### src/rtl/mem_port_arbiter.sv
// mem_port_arbiter: shares one single-port, variable-latency RAM between the
// instruction-fetch and data-access stages. Data accesses win ties. The block
// drives the RAM en/ready handshake, returns read data with a one-cycle done
// pulse, generates pipeline stalls, and flags a RAM that never answers.
module mem_port_arbiter #(
    parameter int unsigned ADDR_W  = 32,
    parameter int unsigned DATA_W  = 32,
    parameter int unsigned TIMEOUT = 16
) (
    input  logic              clk,
    input  logic              rst,
    input  logic              if_req,
    input  logic [ADDR_W-1:0] if_addr,
    output logic [DATA_W-1:0] if_rdata,
    output logic              if_done,
    input  logic              d_req,
    input  logic              d_we,
    input  logic [ADDR_W-1:0] d_addr,
    input  logic [DATA_W-1:0] d_wdata,
    output logic [DATA_W-1:0] d_rdata,
    output logic              d_done,
    output logic              ram_en,
    output logic              ram_we,
    output logic [ADDR_W-1:0] ram_addr,
    output logic [DATA_W-1:0] ram_wdata,
    input  logic [DATA_W-1:0] ram_rdata,
    input  logic              ram_ready,
    output logic              stallIF,
    output logic              stallMEM,
    output logic              bus_err
);

    // The counter only has to reach TIMEOUT-1 before the access is aborted.
    localparam int unsigned CNT_W = (TIMEOUT > 1) ? $clog2(TIMEOUT) : 1;
    localparam logic [CNT_W-1:0] CNT_LAST = CNT_W'(TIMEOUT - 1);

    typedef enum logic [1:0] {
        S_IDLE  = 2'd0,
        S_FETCH = 2'd1,
        S_DATA  = 2'd2
    } state_t;

    state_t            r_state;
    logic [CNT_W-1:0]  r_cnt;
    logic              r_ram_en;
    logic              r_ram_we;
    logic [ADDR_W-1:0] r_ram_addr;
    logic [DATA_W-1:0] r_ram_wdata;
    logic [DATA_W-1:0] r_if_rdata;
    logic [DATA_W-1:0] r_d_rdata;
    logic              r_if_done;
    logic              r_d_done;
    logic              r_bus_err;

    logic              w_d_elig;
    logic              w_if_elig;
    logic              w_finish;
    logic [DATA_W-1:0] w_ret_data;

    // A requester being retired this cycle (done high) must not be re-granted.
    assign w_d_elig   = d_req  & ~r_d_done;
    assign w_if_elig  = if_req & ~r_if_done;
    assign w_finish   = ram_ready | (r_cnt == CNT_LAST);
    assign w_ret_data = ram_ready ? ram_rdata : '0;

    // Arbitration FSM; owns every registered RAM-side and requester-side output.
    always_ff @(posedge clk) begin
        if (rst) begin
            r_state     <= S_IDLE;
            r_cnt       <= '0;
            r_ram_en    <= 1'b0;
            r_ram_we    <= 1'b0;
            r_ram_addr  <= '0;
            r_ram_wdata <= '0;
            r_if_rdata  <= '0;
            r_d_rdata   <= '0;
            r_if_done   <= 1'b0;
            r_d_done    <= 1'b0;
            r_bus_err   <= 1'b0;
        end else begin
            r_if_done <= 1'b0;
            r_d_done  <= 1'b0;
            case (r_state)
                S_IDLE: begin
                    r_cnt <= '0;
                    if (w_d_elig) begin
                        r_state     <= S_DATA;
                        r_ram_en    <= 1'b1;
                        r_ram_we    <= d_we;
                        r_ram_addr  <= d_addr;
                        r_ram_wdata <= d_wdata;
                    end else if (w_if_elig) begin
                        r_state    <= S_FETCH;
                        r_ram_en   <= 1'b1;
                        r_ram_we   <= 1'b0;
                        r_ram_addr <= if_addr;
                    end
                end
                S_FETCH, S_DATA: begin
                    if (w_finish) begin
                        r_state  <= S_IDLE;
                        r_ram_en <= 1'b0;
                        r_ram_we <= 1'b0;
                        r_cnt    <= '0;
                        if (!ram_ready) begin
                            r_bus_err <= 1'b1;
                        end
                        if (r_state == S_FETCH) begin
                            r_if_done  <= 1'b1;
                            r_if_rdata <= w_ret_data;
                        end else begin
                            r_d_done <= 1'b1;
                            // Stores leave the last load result untouched.
                            if (!r_ram_we) begin
                                r_d_rdata <= w_ret_data;
                            end
                        end
                    end else begin
                        r_cnt <= r_cnt + CNT_W'(1);
                    end
                end
                default: begin
                    r_state  <= S_IDLE;
                    r_ram_en <= 1'b0;
                    r_ram_we <= 1'b0;
                    r_cnt    <= '0;
                end
            endcase
        end
    end

    assign ram_en    = r_ram_en;
    assign ram_we    = r_ram_we;
    assign ram_addr  = r_ram_addr;
    assign ram_wdata = r_ram_wdata;
    assign if_rdata  = r_if_rdata;
    assign d_rdata   = r_d_rdata;
    assign if_done   = r_if_done;
    assign d_done    = r_d_done;
    assign bus_err   = r_bus_err;

    // Stalls follow outstanding requests; a data stall freezes fetch as well.
    assign stallMEM = ~rst & d_req & ~r_d_done;
    assign stallIF  = ~rst & (stallMEM | (if_req & ~r_if_done));

endmodule

### config.mk
export PLATFORM = sky130hd
export DESIGN_NAME = mem_port_arbiter
export DESIGN_NICKNAME = d
export VERILOG_FILES = /design/src/rtl/mem_port_arbiter.sv
export SDC_FILE = /design/constraint.sdc
export NUM_CORES = 1
export LEC_CHECK = 0
export ABC_CLOCK_PERIOD_IN_PS = 2600
export BUFFER_PORTS_ARGS = -buffer_cell sky130_fd_sc_hd__clkbuf_2
export CORE_ASPECT_RATIO = 0.7
export CORE_MARGIN = 2
export CORE_UTILIZATION = 30
export CTS_CLUSTER_SIZE = 16
export DETAILED_ROUTE_END_ITERATION = 16
export PLACE_DENSITY_LB_ADDON = 0.12
export SKIP_LAST_GASP = 1
export SLEW_MARGIN = 20
export SYNTH_ARGS = -nofsm -noshare
export SYNTH_HDL_FRONTEND = slang
export SYNTH_SLANG_ARGS = --single-unit
### constraint.sdc
create_clock -name clk -period 2.6 [get_ports clk]
set_input_delay 0.39 -clock clk [delete_from_list [all_inputs] [get_ports clk]]
set_output_delay 0.39 -clock clk [all_outputs]
set_load 0.01 [all_outputs]
==> results of run 1 <==
-- state kept, by name, indices dropped and copies added, names as in the netlist --
| register | flops |
|---|---|
| ram_en | 1 |
| if_rdata | 32 |
| ram_we | 1 |
| r_cnt | 4 |
| d_rdata | 32 |
| if_done | 1 |
| r_state | 2 |
| ram_addr | 32 |
| bus_err | 1 |
| d_done | 1 |
| ram_wdata | 32 |
-- area by class of cell --
| class | instances | area share [%] |
|---|---|---|
| multi-input cells | 368 | 28.8 |
| clock inverters | 15 | 2.77 |
| well taps | 225 | 3.90 |
| clock buffers | 17 | 5.89 |
| inverters | 4 | 0.208 |
| repair buffers | 279 | 19.9 |
| flip-flops and latches | 139 | 38.5 |
-- routing by layer --
metal  routed length, um  up-vias  track usage (%)
met3                1260       17             6.67
met2                7140      182             27.8
met5                   0        -                0
met4                 178        0             5.33
li1                    -     2441                -
met1                6840     2297             20.5
-- worst min-delay path, cell delays in order --
cell and delay [ns]:
clkbuf_2 0.08, nand2_1 0.04, a21oi_1 0.05
-- power breakdown --
part | leakage [nW] | switching (mW) | internal, mW | total, mW
clock | 0.302 | 1.03 | 1.55 | 2.58
combinational | 1.96 | 0.655 | 0.447 | 1.10
sequential | 1.14 | 0.110 | 2.34 | 2.45
total | 3.39 | 1.80 | 4.34 | 6.13
-- synthesized netlist by cell type --
master       n  share of area, %
a21boi_1     1              0.15
a21oi_1     36               3.5
a22o_1      31               5.3
a22oi_1     19               2.8
a22oi_2     13               3.2
a311oi_1    32               5.5
a31oi_1      1              0.12
a32oi_1      1              0.17
a41o_1       1              0.20
and2_1       1              0.12
and3_1       3              0.37
buf_1        5              0.37
buf_2       13               1.3
buf_4        1              0.15
buf_6        4              0.89
clkbuf_1    25               1.8
dfxtp_1    139                55
ha_1         3              0.74
inv_1        4              0.30
nand2_1    131               9.7
nand2b_1     3              0.37
nand3_1      3              0.30
nor2_1      72               5.3
nor2b_1      4              0.49
nor3_1       2              0.20
nor3b_1      2              0.30
o2111ai_1    1              0.17
o221a_2      1              0.22
o22a_1       1              0.17
o31ai_1      1              0.15
or2_1        1              0.12
or2b_1       1              0.15
or3b_1       1              0.17
xnor2_1      1              0.17
xor2_1       1              0.17
-- worst max-delay path by stage --
| stage | endpoint | slack (ns) | cells past startpoint |
|---|---|---|---|
| after global placement | d_rdata[23]$_SDFFE_PP0P_ | 0.59 | 7 |
| after detailed placement | d_rdata[22]$_SDFFE_PP0P_ | 0.50 | 7 |
| after global routing | d_rdata[17]$_SDFFE_PP0P_ | 0.35 | 7 |
| after CTS | stallMEM | 0.48 | 4 |
| after floorplan | d_rdata[1]$_SDFFE_PP0P_ | 0.77 | 8 |
| final | d_rdata[22]$_SDFFE_PP0P_ | 0.48 | 7 |
-- stage by stage --
step	utilization, %	setup WS [ns]	total power, mW	instance area (sq um)
after floorplan	-	0.768	3.15	5080
after global placement	40.1	0.594	3.59	6600
after detailed placement	40.1	0.500	3.61	6600
after CTS	43.9	0.476	6.23	7220
after global routing	43.9	0.353	6.44	7220
final	43.9	0.481	6.13	7220
-- logic make-up after synthesis --
logic type / Yosys count
buf+inv: 52
simple gates: 224
compound gates: 139
fa+ha+maj: 3
xor+xnor: 2
flops: 139
==> results.md, run 1 <==
* Worst Max-Slew Pin Slew at 0.517 ns
* Hold path depth at 3
* Critical Path RT at about 2.9 ns
* First-pass DRT Iterations at 4
* Compound-gate portion of the synthesized area at 21.8%
* CTS Buffer Depth at 2
* Total wire length at 15.4 mm
* Sequential element share of the synthesized area at between 50% and 60%
* VDD IR-drop max at about 340 uV
* Critical-path maximum fanout at 32
* Netlist Area Pre-Place at approximately 0.0051 sq mm
* XOR/XNOR Fraction of Synth Area at less than 1%
* Average cell area after synthesis at between 9 and 10 sq um
* CTS buffer count at 17
* Root Buffer: clkbuf_16
* Vias per Instance at approximately 4.7
* PwrDens at 849 mW/mm^2
* Initial DRC count at 280
* Fraction of layout cells with a size suffix above 1 at about two fifths
* R2R setup slack at ~0.48 ns
* Final antenna-violating net count at 0
* CP max-delay cell: or3b_1
* Simple-Gate Fraction of Synth Area at ~18%
* RR Endpoint: d_rdata[22]$_SDFFE_PP0P_
* Placed insts at 1015
* Critical-path cell list: inv_1, ha_1, or3b_1, or2_1, buf_4, a22oi_1, nor2_1
* Max cap viols at 0
* Multi-input gate area at 0.00208 sq mm
* TritonCTS clock tree: built
* CTS Hold Buffers Added at 0
* Core ar. at about 0.016 sq mm
* CP endpoint kind: flop
* Tcrit/Tclk final at around four fifths
* Post-synthesis mux area share at 0%
* Worst min path class: input port to flop
* Residual DRC count at 0
* Layout fillers at between 1500 and 2000
* Rel. slew slack at between 60% and 70%
* Largest delay share family, worst path: simple AND/OR/NAND/NOR gates
* RSZ-0062 raised after global routing: no
* Dpl hpwl at about 11 mm
* CTS sink count at around 140
* Drt wl/cell at roughly 15 um
* Endpoints failing hold at 0
* Outcome: completed
* Starting Density at 30.9%
* Setup Viol. Count Final at 0
* Hold Crit Start: d_wdata[3]
* Clk_lat worst skew at around 0.42 ns
* Most frequent cells in the layout: clkbuf_2 (267), dfxtp_1 (139), nand2_1 (131)
* I/O pin count at around 270
* Worst setup path start: r_state[0]$_SDFFE_PP0P_
* Post-cts resize count at 0
* GRT Util Overall at between 10% and 20%
* Postcts setup bufs at 0
* Worst Path Arrival at about 2.4 ns
* First-pass GRT wire length at 24.4 mm
* Ys Warns at 0
* Adder-cell area share of the yosys netlist at 0.739%
* Site Rows at 39
* Initial antenna violation count at 0
* Non-filler cells, final at approximately 1000
* Vert. Die Dim at 113 um
* Vias in the first global route at just under 5000
* Worst-path clk slew at around 0.060 ns
* Die ar. at about 0.018 sq mm
* Final Slew Violations at 0
* Hold path endpoint: ram_wdata[3]$_SDFFE_PP0P_
* WP buf/inv at 2
* CP Launch Type: flop
* Hold_ws at between 0.15 and 0.2 ns
* Via count at about 4900
* Fmax achieved at ~0.47 GHz
* Reg2reg path depth at 7
* CP Class: flop to flop
* # nets final at 946
* Largest net degree at the start of global routing at 65
* PortBufs at 268
* Total Neg Setup Slack at 0 ns
* Cells after synthesis at approximately 560
* Register area at between 0.002 and 0.003 sq mm
* Largest family of logic cells by synthesized area: compound AO/OA/AOI/OAI gates
* Final global-route overflow total at 0
* Diodes inserted at 0
* Leading cell type in the layout, fill and taps excluded: clkbuf_2
* Critical R2R Launch: r_state[0]$_SDFFE_PP0P_
* Post-synthesis cell type count at 35
* Die width at between 150 and 200 um
* GP Congestion at 0.778
* Syn nets at 696
* H-tree lvl count at 4
* Crit path time final at 2.12 ns
* Seq cells post-synth at 139
* Max incr delay on CP at about 0.43 ns
* Pleak at roughly 3.4 nW
* Worst Clk Skew at 0.0102 ns
* Area grow syn2layout at 42.1%
Power figures use the tool's default switching activity.
==> run 2, diff against run 1 <==
--- a/config.mk
+++ b/config.mk
@@ -5,7 +5,8 @@
 export SDC_FILE = /design/constraint.sdc
 export NUM_CORES = 1
 export LEC_CHECK = 0
-export ABC_CLOCK_PERIOD_IN_PS = 2600
+export ABC_AREA = 1
+export ABC_CLOCK_PERIOD_IN_PS = 1700
 export BUFFER_PORTS_ARGS = -buffer_cell sky130_fd_sc_hd__clkbuf_2
 export CORE_ASPECT_RATIO = 0.7
 export CORE_MARGIN = 2
==> constraint.sdc (replaced) <==
create_clock -name clk -period 1.7 [get_ports clk]
set_input_delay 0.255 -clock clk [delete_from_list [all_inputs] [get_ports clk]]
set_output_delay 0.255 -clock clk [all_outputs]
set_load 0.01 [all_outputs]
==> run 2 against run 1 <==
Die area is 12% higher; final cell count rose by 25%; setup slack lost 0.32 ns; total power up 63%; via count grew 17%; worst hold slack lost 0.14 ns; area after synthesis grew 13%; sequential power grew 57%; critical endpoint is now d_rdata[5]$_SDFFE_PP0P_; largest cell class unchanged; largest power group unchanged.
==> results.md, run 2 <==
* Outcome: completed
* Critical-path cell list: ha_1, nand3_2, nand2_4, nand3_2, buf_12, nand2_1, nand2_1, nor2_1
* Die width at 169 um (+5.9%)
* Vias in the first global route at 5461 (+12%)
* Psw at 3.07 mW (+71%)
* RR Endpoint: d_rdata[5]$_SDFFE_PP0P_
* Sequential element share of the synthesized area at 48.6% (-6.1 points)
* CTS sink count at 139 (unchanged)
* Tcrit/Tclk final at 90.5% (+9.0 points)
* Top post-synthesis cells by area: dfxtp_1 (49%), nand2_1 (14%), nor2_1 (8.1%)
* Critical-path maximum fanout at 37 (+16%)
* Fmax achieved at 0.650 GHz (+38%)
* Average cell area after synthesis at 7.13 sq um (-22%)
* Fraction of layout cells with a size suffix above 1 at 32.4% (-7.6 points)
* Total wire length at 18.1 mm (+18%)
* Diodes inserted at 0 (unchanged)
* Seq cells post-synth at 139 (unchanged)
* Overall power at 10.0 mW (+63%)
* Post-synthesis cell type count at 26 (-26%)
* CTS Buffer Depth at 2 (unchanged)
* First-pass GRT wire length at 28.9 mm (+18%)
* CTS buffer count at 17 (unchanged)
* Switching share of power at 30.7% (+1.4 points)
* Hold path endpoint: ram_wdata[17]$_SDFFE_PP0P_
* # nets final at 1192 (+26%)
* Crit path time final at 1.54 ns (-0.580 ns)
* Leading cell type in the layout, fill and taps excluded: clkbuf_2
* RSZ-0062 raised after global routing: no
* Internal power at 6.94 mW (+60%)
* Drt wl/cell at 13.8 um (-6.0%)
* Clock network power share at 38.7% (-3.4 points)
* Largest net degree at the start of global routing at 51 (-22%)
* Initial antenna violation count at 0 (unchanged)
* CTS Hold Buffers Added at 0 (unchanged)
* R2R setup slack at 0.16 ns (-0.32 ns)
* Final global-route overflow total at 0 (unchanged)
* Area grow syn2layout at 39.6%
* Most used DFF post-synth: dfxtp_1
* CP Class: flop to flop
* Die ar. at 0.0202 sq mm (+12%)
* Pleak at 3.99 nW (+18%)
* Syn nets at 939 (+35%)
* Number of synthesized flops with an enable pin at 0 (unchanged)
* CP Launch Type: flop
* CP endpoint kind: flop
* Residual DRC count at 0 (unchanged)
* Core Util, Final at 42.4% (-1.5 points)
* Most instantiated cells after synthesis: nand2_1 (218), dfxtp_1 (139), nor2_1 (124)
* Dpl hpwl at 12.9 mm (+20%)
* Starting Density at 30.4% (-0.50 points)
* Worst-path clk slew at 0.06 ns (about the same)
* WP buf/inv at 1 (-1)
* Final Slew Violations at 0 (unchanged)
* Clk_lat worst skew at 0.42 ns (about the same)
* H-tree lvl count at 4 (unchanged)
* Worst Clk Skew at 0.0103 ns (+0.0000633 ns)
* Via count at 5785 (+17%)
* Worst Max-Slew Pin Slew at 0.505 ns (-0.0117 ns)
* Worst min path class: input port to flop
* Hold Crit Start: d_wdata[17]
* Register share of total power at 38.4% (-1.6 points)
* PortBufs at 268 (unchanged)
* TritonCTS clock tree: built
* Site Rows at 42 (+7.7%)
* Top-area cell type share of the netlist area at 48.6% (-6.1 points)
* Cells after synthesis at 802 (+43%)
* Endpoints failing hold at 0 (unchanged)
* Worst Path Arrival at 1.89 ns (-0.52 ns)
* Hold path depth at 3 (unchanged)
* Most frequent cells in the layout: clkbuf_2 (268), nand2_1 (217), dfxtp_1 (139)
* Root Buffer: clkbuf_16
* Max incr delay on CP at 0.36 ns (-0.07 ns)
* Netlist Area Pre-Place at 0.00572 sq mm (+13%)
* Combinational share of power at 22.9% (+4.9 points)
* Core ar. at 0.0188 sq mm (+14%)
* Vert. Die Dim at 120 um (+5.9%)
* PwrDens at 1250 mW/mm^2 (+48%)
* Placement Setup Slack at 0.170 ns (-0.331 ns)
* Final antenna-violating net count at 0 (unchanged)
* Ys Warns at 0 (unchanged)
* I/O pin count at 269 (unchanged)
* Largest delay share family, worst path: simple AND/OR/NAND/NOR gates
* Yosys top cell by area: dfxtp_1
* GP Congestion at 0.751 (-3.5%)
* Vias per Instance at 4.42 (-6.3%)
* Cell with the most instances after synthesis: nand2_1
* VDD IR-drop max at 560 uV (+66%)
* Worst setup margin at 0.161 ns (-0.320 ns)
* Setup Viol. Count Final at 0 (unchanged)
* Critical R2R Launch: r_cnt[0]$_SDFF_PP0_
* GRT Util Overall at 18.2% (+1.3 points)
* Initial DRC count at 262 (-6.4%)
* First-pass DRT Iterations at 5 (+1)
* CP max-delay cell: dfxtp_1
* Total Neg Setup Slack at 0 ns (unchanged)
* Rel. slew slack at 66.3% (+0.94 points)
* Post-synth ARST share at 0% (unchanged)
* Layout fillers at 1985 (+19%)
* Critical Path RT at 2.05 ns (-0.84 ns)
* Max cap viols at 0 (unchanged)
* Reg2reg path depth at 8 (+1)
## run 2: cell types whose count changed after synthesis, moves of 15 or more
cell / previous run / this run
nand3_1: 3 / 24
nand4_1: 0 / 16
a21oi_1: 36 / 91
o21ai_1: 0 / 15
a22oi_1: 19 / 0
nand2_1: 131 / 218
nor2_1: 72 / 124
a311oi_1: 32 / 0
inv_1: 4 / 40
o21ai_0: 0 / 49
a22o_1: 31 / 0
## run 2: kinds of logic after synthesis
kind of cell | synth area share [%]
flops | 48.6
xor+xnor | 0.306
simple gates | 27.7
fa+ha+maj | 0.656
compound gates | 15.1
buf+inv | 7.57
## run 2: worst max-delay path by stage
stage | from | end | slack [ns] | cells past startpoint
floorplan | r_state[1]$_SDFFE_PP0P_ | d_rdata[10]$_SDFFE_PP0P_ | 0.25 | 9
global placement | r_state[0]$_SDFFE_PP0P_ | r_state[0]$_SDFFE_PP0P_ | 0.16 | 8
detailed placement | r_state[0]$_SDFFE_PP0P_ | r_state[0]$_SDFFE_PP0P_ | 0.17 | 8
CTS | d_done$_SDFF_PP0_ | stallIF | 0.14 | 4
global route | r_cnt[0]$_SDFF_PP0_ | d_rdata[23]$_SDFFE_PP0P_ | 0.01 | 8
finish | r_cnt[0]$_SDFF_PP0_ | d_rdata[5]$_SDFFE_PP0P_ | 0.16 | 8
## run 2: repair_timing
| item | in CTS | in global routing |
|---|---|---|
| setup endpoints to repair | 0 | 3 |
| resized for setup | 0 | 1 |
| buffers inserted | 0 | 0 |
## run 2: routing by layer
metal | vias to the layer above | GRT usage, % | wire length [um]
li1 | 3071 | - | -
met1 | 2533 | 24.7 | 8840
met2 | 169 | 27.5 | 7840
met3 | 12 | 6.23 | 1300
met4 | 0 | 4.86 | 153
met5 | - | 0 | 0
## run 2: final cells by class
class | count | area, sq um | area share [%]
Clock buffer | 20 | 457 | 5.72
Timing Repair Buffer | 292 | 1610 | 20.2
Inverter | 44 | 165 | 2.07
Multi-Input combinational cell | 561 | 2510 | 31.4
Tap cell | 242 | 303 | 3.79
Sequential cell | 139 | 2780 | 34.9
Clock inverter | 12 | 160 | 2.01
## run 2: per-stage QoR
step / hold WS [ns] / area, sq um / instances
floorplan: 0.386 / 5720 / 802
global placement: 0.434 / 7360 / 1278
detailed placement: 0.440 / 7360 / 1278
CTS: 0.0372 / 7980 / 1310
global route: 0.0566 / 7980 / 1310
finish: 0.0546 / 7980 / 1310
## run 2: power groups by stage
stage | registers [mW] | logic, mW | clock network [mW]
detailed placement | 3.91 | 2.32 | 0
global placement | 3.91 | 2.33 | 0
floorplan | 4.08 | 1.14 | 0
CTS | 3.84 | 2.33 | 3.99
global route | 3.89 | 2.58 | 4.13
finish | 3.84 | 2.30 | 3.88
## run 2: worst register-to-register path: cells and delay by family, from the launching register on
kind | cells | cell delay (ns)
buf+inv | 1 | 0.23
fa+ha+maj | 1 | 0.21
simple gates | 6 | 0.69
flops | 1 | 0.36
